## src/rtl/id_ex_stage_if.sv

```systemverilog
// ID/EX stage bus: decoded ID instruction in, registered EX instruction plus stall/counters out.
// master = ID side / environment, slave = the id_ex_stage itself.
interface id_ex_stage_if #(
    parameter int DW  = 32,
    parameter int AW  = 5,
    parameter int OPW = 4
);
    logic           id_valid;
    logic [DW-1:0]  id_pc;
    logic [AW-1:0]  id_rs;
    logic [AW-1:0]  id_rt;
    logic [AW-1:0]  id_rd;
    logic           id_usesRt;
    logic [DW-1:0]  id_data1;
    logic [DW-1:0]  id_data2;
    logic [DW-1:0]  id_imm;
    logic           id_regWrite;
    logic           id_memRead;
    logic           id_memWrite;
    logic           id_aluSrc;
    logic           id_regDst;
    logic [OPW-1:0] id_aluOp;
    logic           flush;
    logic           ex_hold;

    logic           stall;
    logic           ex_valid;
    logic [DW-1:0]  ex_pc;
    logic [DW-1:0]  ex_data1;
    logic [DW-1:0]  ex_data2;
    logic [DW-1:0]  ex_imm;
    logic [AW-1:0]  ex_rs;
    logic [AW-1:0]  ex_rt;
    logic [AW-1:0]  ex_wreg;
    logic           ex_regWrite;
    logic           ex_memRead;
    logic           ex_memWrite;
    logic           ex_aluSrc;
    logic [OPW-1:0] ex_aluOp;
    logic [15:0]    stall_cnt;
    logic [15:0]    flush_cnt;

    modport master (
        output id_valid, id_pc, id_rs, id_rt, id_rd, id_usesRt, id_data1, id_data2, id_imm,
               id_regWrite, id_memRead, id_memWrite, id_aluSrc, id_regDst, id_aluOp,
               flush, ex_hold,
        input  stall, ex_valid, ex_pc, ex_data1, ex_data2, ex_imm, ex_rs, ex_rt, ex_wreg,
               ex_regWrite, ex_memRead, ex_memWrite, ex_aluSrc, ex_aluOp, stall_cnt, flush_cnt
    );

    modport slave (
        input  id_valid, id_pc, id_rs, id_rt, id_rd, id_usesRt, id_data1, id_data2, id_imm,
               id_regWrite, id_memRead, id_memWrite, id_aluSrc, id_regDst, id_aluOp,
               flush, ex_hold,
        output stall, ex_valid, ex_pc, ex_data1, ex_data2, ex_imm, ex_rs, ex_rt, ex_wreg,
               ex_regWrite, ex_memRead, ex_memWrite, ex_aluSrc, ex_aluOp, stall_cnt, flush_cnt
    );
endinterface

```

## src/rtl/id_ex_stage.sv

```systemverilog
// ID/EX pipeline register with load-use hazard bubble, flush and downstream hold; 1-cycle latency.
// Stall is combinational back to IF/ID; HAZARD_CNT_EN adds saturating bubble/flush counters.
module id_ex_stage #(
    parameter int DW  = 32,
    parameter int AW  = 5,
    parameter int OPW = 4
) (
    input  logic          clk,
    input  logic          rst,
    id_ex_stage_if.slave  bus
);

    typedef struct packed {
        logic           valid;
        logic [DW-1:0]  pc;
        logic [DW-1:0]  data1;
        logic [DW-1:0]  data2;
        logic [DW-1:0]  imm;
        logic [AW-1:0]  rs;
        logic [AW-1:0]  rt;
        logic [AW-1:0]  wreg;
        logic           reg_write;
        logic           mem_read;
        logic           mem_write;
        logic           alu_src;
        logic [OPW-1:0] alu_op;
    } ex_t;

    ex_t           ex_q;
    ex_t           ex_d;
    ex_t           load_d;
    logic [AW-1:0] id_wreg;
    logic          hazard;
    logic          bubble;

    assign id_wreg = bus.id_regDst ? bus.id_rd : bus.id_rt;

    // Only a load that will really write a nonzero register can cause a load-use hazard.
    assign hazard = ex_q.valid & ex_q.mem_read & ex_q.reg_write & bus.id_valid
                  & (ex_q.wreg != '0)
                  & ((ex_q.wreg == bus.id_rs) | (bus.id_usesRt & (ex_q.wreg == bus.id_rt)));

    assign bus.stall = (hazard | bus.ex_hold) & ~bus.flush;
    assign bubble    = ~bus.flush & ~bus.ex_hold & hazard;

    always_comb begin
        load_d           = '0;
        load_d.valid     = bus.id_valid;
        load_d.pc        = bus.id_pc;
        load_d.data1     = bus.id_data1;
        load_d.data2     = bus.id_data2;
        load_d.imm       = bus.id_imm;
        load_d.rs        = bus.id_rs;
        load_d.rt        = bus.id_rt;
        load_d.wreg      = id_wreg;
        load_d.reg_write = bus.id_valid & bus.id_regWrite & (id_wreg != '0);
        load_d.mem_read  = bus.id_valid & bus.id_memRead;
        load_d.mem_write = bus.id_valid & bus.id_memWrite;
        load_d.alu_src   = bus.id_valid & bus.id_aluSrc;
        load_d.alu_op    = bus.id_valid ? bus.id_aluOp : '0;
    end

    always_comb begin
        ex_d = ex_q;
        if (bus.flush) begin
            ex_d = '0;
        end else if (bus.ex_hold) begin
            ex_d = ex_q;
        end else if (hazard) begin
            ex_d = '0;
        end else begin
            ex_d = load_d;
        end
    end

    always_ff @(posedge clk) begin
        if (!rst) begin
            ex_q <= '0;
        end else begin
            ex_q <= ex_d;
        end
    end

    assign bus.ex_valid    = ex_q.valid;
    assign bus.ex_pc       = ex_q.pc;
    assign bus.ex_data1    = ex_q.data1;
    assign bus.ex_data2    = ex_q.data2;
    assign bus.ex_imm      = ex_q.imm;
    assign bus.ex_rs       = ex_q.rs;
    assign bus.ex_rt       = ex_q.rt;
    assign bus.ex_wreg     = ex_q.wreg;
    assign bus.ex_regWrite = ex_q.reg_write;
    assign bus.ex_memRead  = ex_q.mem_read;
    assign bus.ex_memWrite = ex_q.mem_write;
    assign bus.ex_aluSrc   = ex_q.alu_src;
    assign bus.ex_aluOp    = ex_q.alu_op;

`ifdef HAZARD_CNT_EN
    logic [15:0] stall_cnt_q;
    logic [15:0] stall_cnt_d;
    logic [15:0] flush_cnt_q;
    logic [15:0] flush_cnt_d;

    // Both counters stick at all-ones rather than wrapping.
    always_comb begin
        stall_cnt_d = stall_cnt_q;
        flush_cnt_d = flush_cnt_q;
        if (bubble && (stall_cnt_q != 16'hFFFF)) begin
            stall_cnt_d = stall_cnt_q + 16'd1;
        end
        if (bus.flush && (flush_cnt_q != 16'hFFFF)) begin
            flush_cnt_d = flush_cnt_q + 16'd1;
        end
    end

    always_ff @(posedge clk) begin
        if (!rst) begin
            stall_cnt_q <= '0;
            flush_cnt_q <= '0;
        end else begin
            stall_cnt_q <= stall_cnt_d;
            flush_cnt_q <= flush_cnt_d;
        end
    end

    assign bus.stall_cnt = stall_cnt_q;
    assign bus.flush_cnt = flush_cnt_q;
`else
    logic unused_bubble;
    assign unused_bubble = bubble;
    assign bus.stall_cnt = '0;
    assign bus.flush_cnt = '0;
`endif

endmodule

```

## src/flat_wrapper.sv

```systemverilog
// flat-port wrapper written by rule: the top's interface ports become plain ports
module id_ex_stage_flat 
#(
    parameter int DW  = 32,
    parameter int AW  = 5,
    parameter int OPW = 4
)
  (clk, rst, bus_id_valid, bus_id_pc, bus_id_rs, bus_id_rt, bus_id_rd, bus_id_usesRt, bus_id_data1, bus_id_data2, bus_id_imm, bus_id_regWrite, bus_id_memRead, bus_id_memWrite, bus_id_aluSrc, bus_id_regDst, bus_id_aluOp, bus_flush, bus_ex_hold, bus_stall, bus_ex_valid, bus_ex_pc, bus_ex_data1, bus_ex_data2, bus_ex_imm, bus_ex_rs, bus_ex_rt, bus_ex_wreg, bus_ex_regWrite, bus_ex_memRead, bus_ex_memWrite, bus_ex_aluSrc, bus_ex_aluOp, bus_stall_cnt, bus_flush_cnt);
  id_ex_stage_if #(.DW(DW), .AW(AW), .OPW(OPW)) bus_i ();
  input  logic clk;
  input  logic rst;
  input wire logic [$bits(bus_i.id_valid)-1:0] bus_id_valid;
  input wire logic [$bits(bus_i.id_pc)-1:0] bus_id_pc;
  input wire logic [$bits(bus_i.id_rs)-1:0] bus_id_rs;
  input wire logic [$bits(bus_i.id_rt)-1:0] bus_id_rt;
  input wire logic [$bits(bus_i.id_rd)-1:0] bus_id_rd;
  input wire logic [$bits(bus_i.id_usesRt)-1:0] bus_id_usesRt;
  input wire logic [$bits(bus_i.id_data1)-1:0] bus_id_data1;
  input wire logic [$bits(bus_i.id_data2)-1:0] bus_id_data2;
  input wire logic [$bits(bus_i.id_imm)-1:0] bus_id_imm;
  input wire logic [$bits(bus_i.id_regWrite)-1:0] bus_id_regWrite;
  input wire logic [$bits(bus_i.id_memRead)-1:0] bus_id_memRead;
  input wire logic [$bits(bus_i.id_memWrite)-1:0] bus_id_memWrite;
  input wire logic [$bits(bus_i.id_aluSrc)-1:0] bus_id_aluSrc;
  input wire logic [$bits(bus_i.id_regDst)-1:0] bus_id_regDst;
  input wire logic [$bits(bus_i.id_aluOp)-1:0] bus_id_aluOp;
  input wire logic [$bits(bus_i.flush)-1:0] bus_flush;
  input wire logic [$bits(bus_i.ex_hold)-1:0] bus_ex_hold;
  output wire logic [$bits(bus_i.stall)-1:0] bus_stall;
  output wire logic [$bits(bus_i.ex_valid)-1:0] bus_ex_valid;
  output wire logic [$bits(bus_i.ex_pc)-1:0] bus_ex_pc;
  output wire logic [$bits(bus_i.ex_data1)-1:0] bus_ex_data1;
  output wire logic [$bits(bus_i.ex_data2)-1:0] bus_ex_data2;
  output wire logic [$bits(bus_i.ex_imm)-1:0] bus_ex_imm;
  output wire logic [$bits(bus_i.ex_rs)-1:0] bus_ex_rs;
  output wire logic [$bits(bus_i.ex_rt)-1:0] bus_ex_rt;
  output wire logic [$bits(bus_i.ex_wreg)-1:0] bus_ex_wreg;
  output wire logic [$bits(bus_i.ex_regWrite)-1:0] bus_ex_regWrite;
  output wire logic [$bits(bus_i.ex_memRead)-1:0] bus_ex_memRead;
  output wire logic [$bits(bus_i.ex_memWrite)-1:0] bus_ex_memWrite;
  output wire logic [$bits(bus_i.ex_aluSrc)-1:0] bus_ex_aluSrc;
  output wire logic [$bits(bus_i.ex_aluOp)-1:0] bus_ex_aluOp;
  output wire logic [$bits(bus_i.stall_cnt)-1:0] bus_stall_cnt;
  output wire logic [$bits(bus_i.flush_cnt)-1:0] bus_flush_cnt;
  assign bus_i.id_valid = bus_id_valid;
  assign bus_i.id_pc = bus_id_pc;
  assign bus_i.id_rs = bus_id_rs;
  assign bus_i.id_rt = bus_id_rt;
  assign bus_i.id_rd = bus_id_rd;
  assign bus_i.id_usesRt = bus_id_usesRt;
  assign bus_i.id_data1 = bus_id_data1;
  assign bus_i.id_data2 = bus_id_data2;
  assign bus_i.id_imm = bus_id_imm;
  assign bus_i.id_regWrite = bus_id_regWrite;
  assign bus_i.id_memRead = bus_id_memRead;
  assign bus_i.id_memWrite = bus_id_memWrite;
  assign bus_i.id_aluSrc = bus_id_aluSrc;
  assign bus_i.id_regDst = bus_id_regDst;
  assign bus_i.id_aluOp = bus_id_aluOp;
  assign bus_i.flush = bus_flush;
  assign bus_i.ex_hold = bus_ex_hold;
  assign bus_stall = bus_i.stall;
  assign bus_ex_valid = bus_i.ex_valid;
  assign bus_ex_pc = bus_i.ex_pc;
  assign bus_ex_data1 = bus_i.ex_data1;
  assign bus_ex_data2 = bus_i.ex_data2;
  assign bus_ex_imm = bus_i.ex_imm;
  assign bus_ex_rs = bus_i.ex_rs;
  assign bus_ex_rt = bus_i.ex_rt;
  assign bus_ex_wreg = bus_i.ex_wreg;
  assign bus_ex_regWrite = bus_i.ex_regWrite;
  assign bus_ex_memRead = bus_i.ex_memRead;
  assign bus_ex_memWrite = bus_i.ex_memWrite;
  assign bus_ex_aluSrc = bus_i.ex_aluSrc;
  assign bus_ex_aluOp = bus_i.ex_aluOp;
  assign bus_stall_cnt = bus_i.stall_cnt;
  assign bus_flush_cnt = bus_i.flush_cnt;
  id_ex_stage #(.DW(DW), .AW(AW), .OPW(OPW)) u_core (.clk(clk), .rst(rst), .bus(bus_i));
endmodule
```

## config.mk

```make
export PLATFORM = sky130hd
export DESIGN_NAME = id_ex_stage_flat
export DESIGN_NICKNAME = d
export VERILOG_FILES = /design/src/rtl/id_ex_stage_if.sv /design/src/rtl/id_ex_stage.sv /design/src/flat_wrapper.sv
export SDC_FILE = /design/constraint.sdc
export NUM_CORES = 1
export LEC_CHECK = 0
export ABC_AREA = 1
export CAP_MARGIN = 20
export CORE_MARGIN = 10
export CORE_UTILIZATION = 25
export CTS_CLUSTER_DIAMETER = 30
export DETAILED_ROUTE_END_ITERATION = 8
export GPL_TIMING_DRIVEN = 0
export PLACE_DENSITY = 0.52
export SLEW_MARGIN = 0
export SYNTH_ARGS = -nofsm -noshare
export SYNTH_HDL_FRONTEND = slang
export SYNTH_SLANG_ARGS = --single-unit
```

## constraint.sdc

```tcl
create_clock -name clk -period 1.6 [get_ports clk]
set_input_delay 0.24 -clock clk [delete_from_list [all_inputs] [get_ports clk]]
set_output_delay 0.24 -clock clk [all_outputs]
set_load 0.02 [all_outputs]
```

==> impl_metrics.py <==
metrics = {
    "setup_path": {
        "criticalPathCategory": "in2out",
        "arrival_ns": 1.71,
        "reg2reg_depth": 12,
        "startpoint_type": "primary input",
        "end_kind": "output pin",
        "critPathMaxFanout": 4,
        "crit_required_ns": 1.36,
    },
    "yosys": {
        "syn_inst": 805,
        "ys_ff_latch": 152,
        "syn_area_per_cell_um2": 8.45,
        "synth_top_area_share": 0.447,
        "syn-cell-area_um2": 6800,
        "async_reset_ff_frac": 0,
        "ys.flop_type": "dfxtp_1",
        "ys_top_cells_by_area": "dfxtp_1 45%, nand2_1 11%, nand3_2 10%",
        "ys_types": 22,
        "synth.largest_area_cell": "dfxtp_1",
        "synth_most_common_cell": "nand2_1",
        "ys_top_cells_by_count": "193 x nand2_1, 152 x dfxtp_1, 86 x nand3_1",
        "seq_area_frac_synth": 0.447,
        "synth_warnings": 0,
        "synth_edf_count": 0,
    },
    "power": {
        "pwr-share-seq": 0.420,
        "p_int_uw": 6760,
        "pwr-share-comb": 0.160,
        "power_leakage_uw": 0.00501,
        "total_power_uw": 9430,
        "sw_frac_of_total": 0.283,
        "pwr_density_cell_nw_per_um2": 840,
        "p_sw_uw": 2670,
        "share_clk_of_total_power": 0.421,
        "ir_worst_vdd_v": 0.000460,
    },
    "sta": {
        "fmax_ghz": 0.512,
        "hold_viol_final": 0,
        "min_period_ns": 1.95,
        "fin_ws_ns": -0.353,
        "final_max_slew_viol_count": 0,
        "setup_violations": 144,
        "period_share": 1.22,
        "rsz0062_at_grt": "true",
        "fin_hold_ws_ns": 0.196,
        "finClkSkew_ns": 0.0175,
        "relSlewSlack": 0.587,
        "tightest_slew_ns": 0.620,
    },
    "flow_run": {
        "cap_viol_max_count": 0,
    },
    "clock_network": {
        "cts-hold-fix-buffers": 0,
        "cts_htree_levels": 4,
        "path_clk_slew_ns": 0.06,
        "clockBufferDepth": 2,
        "worstSkewPairLatency_ns": 0.43,
        "clock-sinks": 152,
        "cts_root_buffer": "clkbuf_16",
        "tritoncts": "built",
        "cts_buffers": 17,
    },
    "placement": {
        "io_buffers": 307,
        "dpl.hpwl_um": 20700,
        "gp_congestion": 0.758,
    },
    "global_routing": {
        "grt_start_max_net_pins": 17,
        "grt_overflow": 0,
        "grt_pass1_vias": 6647,
        "grt.total_usage": 0.153,
        "grt_antenna_before_repair": 3,
        "grt_pass1_wl_um": 40500,
    },
    "floorplanning": {
        "fp.dieArea_um2": 34200,
        "ios": 343,
        "start_util": 0.253,
        "row_count": 60,
        "coreArea_um2": 26900,
        "dieWidth_um": 185,
        "die_height_um": 185,
    },
    "route": {
        "drc_errors": 0,
        "drt-total-wl_um": 27600,
        "ant_nets": 0,
        "drt-wirelength-per-cell_um": 18.0,
        "via_count": 6614,
        "dr.first_iter.drc_count": 230,
        "vias_per_cell": 4.31,
        "dr.pass1.iters": 5,
    },
    "worst_hold_path": {
        "hp-class": "in2reg",
        "hold_depth": 3,
    },
    "run_status": {
        "status": "finished, violations left",
        "violations": "setup timing",
    },
    "layout": {
        "area_growth_pct": 65.2,
        "final_layout_size_suffix_gt1_frac": 0.236,
        "finalNetCount": 1336,
    },
}
==> routing by layer <==
metal	vias to the layer above	global-route usage	part of all wire
li1	3355	-	-
met1	2987	0.176	0.41
met2	237	0.249	0.47
met3	31	0.0721	0.10
met4	4	0.0445	0.016
met5	-	0	0.00094
==> state kept, by name, indices dropped and copies added (netlist names) <==
register                cells
u_core.bus.ex_aluOp         4
u_core.bus.ex_aluSrc        1
u_core.bus.ex_data1        32
u_core.bus.ex_data2        32
u_core.bus.ex_imm          32
u_core.bus.ex_memRead       1
u_core.bus.ex_memWrite      1
u_core.bus.ex_pc           32
u_core.bus.ex_regWrite      1
u_core.bus.ex_rs            5
u_core.bus.ex_rt            5
u_core.bus.ex_valid         1
u_core.bus.ex_wreg          5
==> placed cells by master (no fill, tap or decap), drive strengths merged <==
cell	instances
diode	1
nand4	1
nor2	9
clkdlybuf4s50	154
conb	32
o21ai	4
inv	39
a21oi	153
nand3	156
clkinv	2
o21a	1
dfxtp	152
and3	1
nand2	195
xnor2	1
dlygate4sd2	152
buf	79
clkinvlp	3
clkbuf	57
==> path summary, 6_finish.rpt <==
check	start	end	slack, ns
worst max-delay path	bus_id_rt[3]	bus_stall	-0.35
worst min-delay path	bus_id_valid	u_core.bus.ex_valid	0.20
worst max register to register	u_core.bus.ex_wreg[0]	u_core.bus.ex_data1[10]	-0.18
worst min register to register	u_core.bus.ex_pc[14]	u_core.bus.ex_pc[14]	0.46
==> stage by stage <==
stage	cells	cell area, um2	setup TNS [ns]	setup slack [ns]	utilization
detailed placement	1484	10400	-95.43	-1.04	0.388
finish	1533	11200	-17.35	-0.353	0.418
global placement	1484	10400	-94.65	-1.03	0.388
CTS	1519	10900	-8.60	-0.406	0.405
global route	1532	11200	-35.59	-0.492	0.418
floorplan	836	6930	0	0.0705	-
==> worst max-delay path, stage by stage <==
cell and delay, ns:
clkdlybuf4s50_1 0.55, inv_1 0.06, nand2_1 0.05, nand2_1 0.05, nor2_1 0.12, nand3_1 0.09, nand2_2 0.12, nand2_8 0.07
buf_8 0.13, a21oi_4 0.11, buf_6 0.12
==> timing repair <==
item | in CTS | in global routing
gates cloned | 0 | 8
buffers inserted | 3 | 5
setup endpoints to repair | 233 | 151
pin swaps | 7 | 7
resized for setup | 179 | 27
==> final cells by class <==
class                      count  area (um2)
timing repair buffer         323        3160
inverter                      32         123
clock buffer                  20         467
fill                        2760       15600
multi-input combinational    553        3170
sequential                   152        3060
clock inverter                12         104
antenna                        1        2.50
buffer                        99         733
tap                          341         427
==> power groups by stage <==
stage	Clock (uW)	Sequential [uW]	Combinational (uW)
global placement	0	4050	1580
detailed placement	0	4050	1580
CTS	4110	3960	1510
finish	3970	3960	1510
global route	4250	3970	1630
floorplan	0	4190	614
==> logic make-up after synthesis <==
group           after synthesis  share of synthesized area
flops                       152                      0.447
other cells                   1                   0.000551
simple gates                362                      0.282
xor+xnor                      1                    0.00129
buf+inv                     131                      0.113
compound gates              158                      0.155
Note: power is estimated with default switching activity, not from simulation.
==> patch, RTL diff (same flow settings) <==
Build with the macro `HAZARD_CNT_EN` defined.
--- a/src/rtl/id_ex_stage.sv
+++ b/src/rtl/id_ex_stage.sv
@@ -2,2 +2,4 @@
 // Stall is combinational back to IF/ID; HAZARD_CNT_EN adds saturating bubble/flush counters.
+`define HAZARD_CNT_EN
+
 module id_ex_stage #(
Formal check against the unedited RTL: not equivalent (Yosys sat finds a counterexample within 4 cycles, from zero or initial values and one cycle with rst low).
==> patch against the unedited design <==
Sequential share of layout area increased by 2.6 points. The flow still finishes with violations (negative setup slack). Design area increased by 11%. Non-clock buffer count decreased by 7. Sequential cell count increased by 32. Die area increased by 14%. Power increased by 15%. Via count increased by 24%. Wire length increased by 21%. Clock skew decreased by 0.0047 ns. Area after synthesis increased by 16%. Hold slack improved by 0.019 ns. Clock power increased by 19%. Count of clock-buffer cells in the layout increased by 1. Worst setup slack got worse by 0.077 ns.
==> patch: results (changes against the unedited design) <==
[place]
pre_cts_ws_ns=-1.173  ; was -1.039 ns
post_dp_cell_area_um2=11790  ; was 10430 um^2

[timing]
setup_ws_ns=-0.4301  ; was -0.3534 ns
tns_ns=-32.93  ; was -17.35 ns
setup_viol=164  ; was 144
finalClockSkew_ns=0.01286  ; was 0.01754 ns

[route]
met1Wirelength_um=14480  ; was 11360 um
dr_wl_met2_um=15490  ; was 12960 um
drtIter0Drc=410  ; was 230
vias=8191  ; was 6614

[synth]
ys_types=31  ; was 22
yosysSeqAreaShare_pct=46.68  ; was 44.75%
synth.top_cells.by_count=251 x nand2_1, 184 x dfxtp_1, 170 x a21oi_1  ; was 193 x nand2_1, 152 x dfxtp_1, 86 x nand3_1
yosys-top-cells-area=dfxtp_1 47%, nand2_1 12%, a21oi_1 11%  ; was dfxtp_1 45%, nand2_1 11%, nand3_2 10%

[power]
p_leak_nw=5.377  ; was 5.011 nW
vdd_ir_drop_max_uv=671.8  ; was 459.7 uV
power_mw=10.88  ; was 9.435 mW
power_frac_seq_pct=43.8  ; was 42.0%

[status]
violations=negative setup slack  ; unchanged
outcome=finished, violations left  ; unchanged

[global_routing]
grt_use_met2_pct=27.65  ; was 24.85%
grt_use_met1_pct=19.82  ; was 17.63%
antenna_found_initial=1  ; was 3
grt_start_max_net_pins=19  ; was 17
met3_usage_pct=7.189  ; was 7.210%
grt_pass1_wl_um=50430  ; was 40490 um

[clock_tree]
cts_resized=232  ; was 179

[final_layout]
antenna-diode-count=0  ; was 1
nMultiInputCombCells=712  ; was 553
clockNetworkAreaShare_pct=5.189  ; was 5.077%
multi_input_area_um2=3724  ; was 3168 um^2
buffers_excl_clock=415  ; was 422
final-nonclk-buf-share_pct=29.32  ; was 34.62%
drive_above_1_share_pct=13.02  ; was 23.59%
seq_cell_count=184  ; was 152
sh_seq_area_pct=29.85  ; was 27.20%
seqCellArea_um2=3706  ; was 3057 um^2

[critical_path]
critical-path-top-delay-family=simple AND/OR/NAND/NOR gates  ; was buffers and inverters
crit_path_top_delay_cell=dfxtp_4  ; was clkdlybuf4s50_1
cpPeakStageDelay_ns=0.38  ; was 0.55 ns
crit_fanout=6  ; was 4

[die]
dieArea_um2=39070  ; was 34200 um^2
initial_core_util_pct=25.60  ; was 25.30%

==> patch: cell types whose count changed after synthesis, sizes merged, moves of 17 or more <==
cell   unedited run  this run
buf              70        34
a21oi           153       170
nor2              9        65
dfxtp           152       184
nand2           195       254
inv              32        55
==> patch: final timing paths <==
path / start / to / slack (ns) / cells after the start
worst max-delay path: u_core.bus.ex_wreg[1] / bus_stall / -0.43 / 10
worst min-delay path: bus_id_valid / u_core.bus.ex_valid / 0.22 / 3
worst max register to register: u_core.bus.ex_wreg[0] / u_core.bus.ex_imm[1] / -0.32 / 10
worst min register to register: u_core.bus.ex_rs[0] / u_core.bus.ex_rs[0] / 0.46 / 2
==> patch: through the flow <==
stage,cells,hold slack [ns]
3_5_place_dp,1756,0.4547
2_1_floorplan,1021,0.3845
3_3_place_gp,1756,0.4440
5_1_grt,1794,0.2116
4_1_cts,1796,0.1934
6_report,1794,0.2155
